$ cat config.mk
export PLATFORM = sky130hd
export DESIGN_NAME = seven_seg_decoder
export DESIGN_NICKNAME = d
export VERILOG_FILES = /design/src/rtl/seven_seg_decoder.sv
export SDC_FILE = /design/constraint.sdc
export NUM_CORES = 1
export LEC_CHECK = 0
export CORE_ASPECT_RATIO = 0.5
export CORE_MARGIN = 4
export CORE_UTILIZATION = 55
export DETAILED_ROUTE_END_ITERATION = 12
export PLACE_DENSITY = 0.86
export SYNTH_ARGS = -nofsm -noshare
export SYNTH_HDL_FRONTEND = slang
export SYNTH_SLANG_ARGS = --single-unit
$ cat constraint.sdc
create_clock -name clock -period 5.1 [get_ports clock]
set_clock_uncertainty 0.2 [all_clocks]
set_input_delay 1.275 -clock clock [delete_from_list [all_inputs] [get_ports clock]]
set_output_delay 1.275 -clock clock [all_outputs]
set_load 0.1 [all_outputs]
$ cat src/rtl/seven_seg_decoder.sv
// -----------------------------------------------------------------------------
// seven_seg_decoder
//
// Converts six captured seven-segment patterns (active-low {dp,g,f,e,d,c,b,a})
// into a 20-bit binary value. One digit is consumed per clock, most
// significant first, so a result is always ready a fixed number of cycles
// after start is accepted.
//
// Configuration macro: SEVEN_SEG_DECODER_BLANK_EN
//   defined   : an all-segments-off digit (bits 6:0 = 7F) decodes as 0
//   undefined : an all-segments-off digit is an invalid digit
//
// Ports
//   clock      in   1  rising-edge clock
//   reset_n    in   1  synchronous active-low reset
//   start      in   1  capture dig5..dig0 and begin a decode (IDLE/DONE only)
//   dig5..dig0 in   8  segment patterns, dig5 most significant
//   busy       out  1  high while digits are being decoded
//   valid      out  1  one-cycle pulse marking a new result
//   value      out 20  decoded value (0 when error is set)
//   error      out  1  the last result contained an invalid digit
//   err_digit  out  3  index of the most significant invalid digit
// -----------------------------------------------------------------------------
module seven_seg_decoder (
  input  logic        clock,
  input  logic        reset_n,
  input  logic        start,
  input  logic [7:0]  dig5,
  input  logic [7:0]  dig4,
  input  logic [7:0]  dig3,
  input  logic [7:0]  dig2,
  input  logic [7:0]  dig1,
  input  logic [7:0]  dig0,
  output logic        busy,
  output logic        valid,
  output logic [19:0] value,
  output logic        error,
  output logic [2:0]  err_digit
);

  typedef enum logic [1:0] {
    IDLE   = 2'd0,
    DECODE = 2'd1,
    DONE   = 2'd2
  } state_t;

  typedef struct packed {
    logic       ok;
    logic [3:0] num;
  } seg_t;

  // The dp bit is a wildcard in every pattern, so it never affects matching.
  function automatic seg_t decode_seg(input logic [7:0] pat);
    seg_t r;
    r = '{ok: 1'b1, num: 4'd0};
    casez (pat)
      8'b?1000000: r.num = 4'd0;
      8'b?1111001: r.num = 4'd1;
      8'b?0100100: r.num = 4'd2;
      8'b?0110000: r.num = 4'd3;
      8'b?0011001: r.num = 4'd4;
      8'b?0010010: r.num = 4'd5;
      8'b?0000010: r.num = 4'd6;
      8'b?1111000: r.num = 4'd7;
      8'b?0000000: r.num = 4'd8;
      8'b?0010000: r.num = 4'd9;
`ifdef SEVEN_SEG_DECODER_BLANK_EN
      8'b?1111111: r.num = 4'd0;   // blank digit, for leading-blank displays
`endif
      default:     r.ok  = 1'b0;
    endcase
    return r;
  endfunction

  state_t           state;
  logic [5:0][7:0]  digs;      // captured patterns, digs[5] is most significant
  logic [2:0]       idx;       // digit being decoded, counts 5 down to 0
  logic [19:0]      acc;
  logic             err_flag;
  logic [2:0]       err_pos;

  seg_t             cur;
  logic [19:0]      acc_next;
  logic             err_next;
  logic [2:0]       pos_next;

  // NOTE: every always_comb output gets a default first, so no path can
  // leave a variable unassigned and infer a latch.
  always_comb begin
    cur      = decode_seg(digs[idx]);
    acc_next = (acc * 20'd10) + {16'd0, cur.num};
    err_next = err_flag | ~cur.ok;
    pos_next = err_pos;
    // Only the first invalid digit seen (the most significant one) is kept.
    if (!cur.ok && !err_flag) begin
      pos_next = idx;
    end
  end

  // NOTE: sequential state uses non-blocking assignments only, so every
  // register samples the values from before the edge.
  always_ff @(posedge clock) begin
    if (!reset_n) begin
      state     <= IDLE;
      busy      <= 1'b0;
      valid     <= 1'b0;
      value     <= 20'd0;
      error     <= 1'b0;
      err_digit <= 3'd0;
      idx       <= 3'd0;
      acc       <= 20'd0;
      err_flag  <= 1'b0;
      err_pos   <= 3'd0;
      // NOTE: the captured digit registers are deliberately not reset; they
      // are always reloaded on start before being read.
    end else begin
      valid <= 1'b0;
      unique case (state)
        IDLE, DONE: begin
          busy <= 1'b0;
          if (start) begin
            digs     <= {dig5, dig4, dig3, dig2, dig1, dig0};
            idx      <= 3'd5;
            acc      <= 20'd0;
            err_flag <= 1'b0;
            err_pos  <= 3'd0;
            busy     <= 1'b1;
            state    <= DECODE;
          end else begin
            state    <= IDLE;
          end
        end

        DECODE: begin
          // start is ignored here; decoding continues past invalid digits
          // so the latency never changes.
          acc      <= acc_next;
          err_flag <= err_next;
          err_pos  <= pos_next;
          if (idx == 3'd0) begin
            state     <= DONE;
            busy      <= 1'b0;
            valid     <= 1'b1;
            value     <= err_next ? 20'd0 : acc_next;
            error     <= err_next;
            err_digit <= err_next ? pos_next : 3'd0;
          end else begin
            idx <= idx - 3'd1;
          end
        end

        default: begin
          state <= IDLE;
          busy  <= 1'b0;
        end
      endcase
    end
  end

endmodule

# == Word level (Yosys, flattened, before mapping) ==
# Index checks and enable logic that the tools add are counted.
# word_totals
inputBits,51
elab_cells,73
latchBits,0
romBits,0
register_bits,103
ramBits,0
n_memories,0
# op_classes
muxes,23
n_mul,1
order_cmp,1
bitwise,2
n_shift,0
reduce_logical,14
eq_ne,14
n_div,0
addsub,2
# op_table
operator,n
2-to-1 mux 20 bit,2
case mux 20 bit (2 select lines),1
case mux 4 bit (9 select lines),1
binary-select mux 8 bit (select 3 bit),1
equality test 7 x 5 -> 1 bit (second input constant),3
equality test 7 bit (second input constant),3
adder 20 x 4 -> 20 bit,1
multiplier 20 x 3 -> 19 bit (second input constant),1
2-to-1 mux 3 bit,5
equality test 7 x 6 -> 1 bit (second input constant),2
case mux 3 bit (2 select lines),2
OR reduction 10 bit,1
equality test 7 x 2 -> 1 bit (second input constant),1
zero test 7 bit,1
2-to-1 mux 7 bit,1
2-to-1 mux 1 bit,6
!= test 2 bit (second input constant),3
AND reduction 2 bit,3
AND reduction 3 bit,2
< comparator 3 x 4 -> 1 bit (second input constant),1
case mux 1 bit (2 select lines),2
case mux 2 bit (2 select lines),1
zero test 3 bit,1
subtractor 3 x 1 -> 3 bit (second input constant),1
10 further kinds,11

# == Depth between registers and ports, before layout ==
# logic_depth
depth_word,9
mapped_depth,18
depth_no_buf,15

# == Worst setup path after synthesis ==
# Ideal clock, no wire load.
# synth_path
path_type,input to register
startpoint,in reset_n
endpoint,reg digs[0] in the netlist's numbering (enable)
path_buffers,1
path_slack_ns,1.037
path_stages,3
t_arrival_ns,3.422
cell_sequence,clkinv_1 clkbuf_1 nor2_1
# synth_via
elab_chain_cells,1
# synth_rtl
item,line_no,text
"start, declared",26,"input logic reset_n,"
AND reduction 3 bit (no line),n/a,
"end signal, assigned",122,"digs <= {dig5, dig4, dig3, dig2, dig1, dig0};"
"end, declared",76,logic [5:0][7:0] digs;
# Every way passes these cells.
# A chain may end at the register's enable or synchronous reset.

# == Worst setup path after layout ==
# layout_path
startpoint,reg idx[0]
endpoint,reg value[19]
# layout_via
elab_chain_cells,8
word_cells_on_any_way,21
cone_classes,1 x add/sub; 9 x eq/ne; 5 x mux; 2 x bitwise; 4 x reduce/logical
# layout_rtl
item,line_no,text
"start, declared",77,logic [2:0] idx;
"start signal, assigned",148,idx <= idx - 3'd1;
branches (longest 8 deep; another with adder 20 x 4 -> 20 bit),n/a,
"end signal, assigned",144,value <= err_next ? 20'd0 : acc_next;
"end, declared",36,"output logic [19:0] value,"
# Several ways; the timed one is not identified. The select of a mux whose other input is x is not followed.

==> flow_summary_export.csv <==
group,metric,value,unit
worst_setup_path,crit_end,"value[19]$_SDFFE_PN0P_",
sta,period_minus_slack,4630,ps
place,dp_hpwl,8470,um
yosys,syn_nets,601,
die,num_rows,24,
die,initial_core_util,0.584,
finish,drive_above_1_share,0.0889,
power_and_ir_drop,power.density,274,mW/mm^2
sta,fin_crit_sh,0.907,
drt,drt_iter0_drc,369,
die,dieArea,0.0113,mm^2
finish,antenna_cells,0,
sta,maxSlewViolCount,0,
drt,wl,11700,um
yosys,yosysMostFrequentCell,"dfxtp_1",
worst_setup_path,worst-path-stages,15,
worst_setup_path,worst-path-buf-inv,0,
global_route,overflow,0,
yosys,synth.largest_area_cell,"edfxtp_1",
power_and_ir_drop,leakage,2.42,nW
job,drv_cap,0,
die,coreArea,0.00901,mm^2
finish,fin_util,0.703,
drt,vias,4186,
finish,nets,669,
worst_hold_path,min_path_type,"flop to flop",
yosys,synth_seq_area_share,0.441,
power_and_ir_drop,ir_worst_vdd,0.000232,V
worst_setup_path,rr_worst_depth,15,
drt,wl_per_cell,16.6,um
finish,area_growth,20.2,%
clock_network,cts-htree-levels,3,
yosys,synth_enable_flop_cells,42,
global_route,grt_pass1_vias,4036,
worst_setup_path,crit_path_top_delay_cell,"dfxtp_2",
drt,drt_pass1_iterations,5,
yosys,ys_async_sr_fraction,0,
clock_network,clock-sinks,95,
clock_network,root_buffer,"clkbuf_16",
clock_network,clock_path_buffers,2,
worst_setup_path,timing.rr.start,"idx[0]$_SDFFE_PN0P_",
sta,tns,0,ps
place,gp_congestion,0.912,
drt,routed_via_density,5.96,
die,fp.dieW,146,um
clock_network,clkTransAtPathRegs,70,ps
sta,setup_violations,0,
sta,worst_pin_slew,988,ps
global_route,antenna_found_initial,0,
sta,rsz0062_at_grt,"false",
yosys,yosys-top-cells-area,"edfxtp_1, dfxtp_1, ha_1",
global_route,grt_pass1_wl,19400,um
die,die_y,77.2,um
worst_setup_path,timing.rr.end,"value[19]$_SDFFE_PN0P_",
sta,hold_viol_final,0,
worst_setup_path,slowest_delay,570,ps
worst_setup_path,path_class,"flop to flop",
clock_network,cts_made_buffers,9,
yosys,netlist_area,0.00526,mm^2
worst_setup_path,crit_start,"idx[0]$_SDFFE_PN0P_",
drt,final_antenna_net_count,0,
sta,hold_slack,251,ps
global_route,grt_start_max_net_pins,44,
yosys,synth_cells,512,
worst_setup_path,start_kind,"flop",
yosys,synth_top_cells_by_count,"dfxtp_1, nor2_1, edfxtp_1, nand2_1",
clock_network,clock_latency,350,ps
worst_setup_path,rrSetupSlack,470,ps
power_and_ir_drop,p_total,1.73,mW
yosys,yosysUniqueCellTypes,74,
sta,fmaxAchievable,216,MHz
place,port_buffers,70,
sta,max-slew-margin-rel,0.340,
drt,post-route-drc-count,0,
worst_setup_path,end_kind,"flop",
worst_setup_path,required,5170,ps
clock_network,cts_tree,"built",
global_route,track_usage,0.211,
worst_setup_path,path_max_fanout,14,
worst_setup_path,worstPathCellList,"nor2b_1 -> a222oi_1 -> o32a_2 -> or2_2 -> o221ai_1 -> ha_1 -> fa_1 -> a21oi_1 -> nor2_1 -> nand3_1 -> nor4_2 -> nand4b_1 -> o31a_1 -> or2_1 -> o211ai_1",
yosys,synth_seq_cells,95,
worst_setup_path,cpLargestDelayFamily,"simple AND/OR/NAND/NOR gates",
yosys,yosys_warnings,0,
yosys,synth_top_area_share,0.240,
yosys,synth.avg_cell_area,10.3,um^2
status,outcome,"finished clean",
yosys,ys.flop_type,"dfxtp_1",
worst_setup_path,cp_data_arrival_time,4700,ps
die,boundaryPins,77,
-- flip-flops by register name, indices dropped and copies added (netlist names) --
signal	count
acc	19
err_digit	3
err_pos	3
digs	42
error	1
err_flag	1
value	20
idx	3
state	2
valid	1
-- kinds of logic after synthesis --
group | count (synthesis) | synth area share
flops | 95 | 0.441
buf+inv | 30 | 0.0304
xor+xnor | 26 | 0.0433
compound gates | 115 | 0.153
simple gates | 182 | 0.176
fa+ha+maj | 38 | 0.0932
mux | 26 | 0.0628
-- power breakdown --
| part | internal, mW | switching [mW] | leakage (nW) | total, mW |
|---|---|---|---|---|
| combinational | 0.113 | 0.151 | 1.47 | 0.264 |
| sequential | 0.820 | 0.0193 | 0.819 | 0.839 |
| clock | 0.333 | 0.298 | 0.127 | 0.631 |
| total | 1.27 | 0.468 | 2.42 | 1.73 |
-- cells in the final DEF (no fill, tap or decap), types with 17 or more instances in the layout --
| cell | instances |
|---|---|
| clkdlybuf4s50_1 | 70 |
| nand3_1 | 27 |
| edfxtp_1 | 42 |
| a22oi_1 | 19 |
| nor2_1 | 43 |
| ha_1 | 36 |
| dfxtp_1 | 51 |
| xnor2_1 | 17 |
| a21oi_1 | 36 |
| nand2_1 | 42 |
-- timing repair --
item	CTS	global route
resized for setup	0	2
setup buffers	0	0
endpoints found under the setup margin	0	1
hold buffers	0	0
endpoints found under the hold margin	0	0
-- through the flow --
stage / instances / setup slack (ps) / cell area [um^2]
after global placement: 686 / 439 / 6050
final: 702 / 475 / 6330
after global routing: 702 / 108 / 6330
after floorplan: 512 / 1040 / 5260
after CTS: 702 / 280 / 6330
after detailed placement: 686 / 309 / 6050
-- per-layer routing --
layer	track usage	share of wire	up-vias
met5	0	0	-
met4	0.0544	0.011	0
met3	0.0548	0.057	17
met2	0.361	0.48	127
met1	0.267	0.45	1980
li1	-	-	2062
-- final cells by class --
type                            instances  area (um^2)
Multi-Input combinational cell        387         2790
Fill cell                             654         2680
Sequential cell                        95         2320
Timing Repair Buffer                   78          761
Clock buffer                           10          229
Tap cell                              117          146
Clock inverter                          6         45.0
Inverter                                9         33.8
-- worst min-delay path, delay by kind of cell (launching register included) --
family | cells | cell delay (ps)
flops | 1 | 310
simple gates | 1 | 50
compound gates | 1 | 50
-- worst min path at each step --
stage,start,to,slack [ps],cells after the start
after floorplan,err_pos[2]$_SDFFE_PN0P_,err_digit[2]$_SDFFE_PN0P_,240,2
after global placement,err_digit[2]$_SDFFE_PN0P_,err_digit[2]$_SDFFE_PN0P_,240,2
after detailed placement,value[4]$_SDFFE_PN0P_,value[4]$_SDFFE_PN0P_,250,2
after CTS,err_digit[2]$_SDFFE_PN0P_,err_digit[2]$_SDFFE_PN0P_,260,2
after global routing,value[4]$_SDFFE_PN0P_,value[4]$_SDFFE_PN0P_,270,2
final,value[4]$_SDFFE_PN0P_,value[4]$_SDFFE_PN0P_,250,2
(Power assumes the default switching activity.)
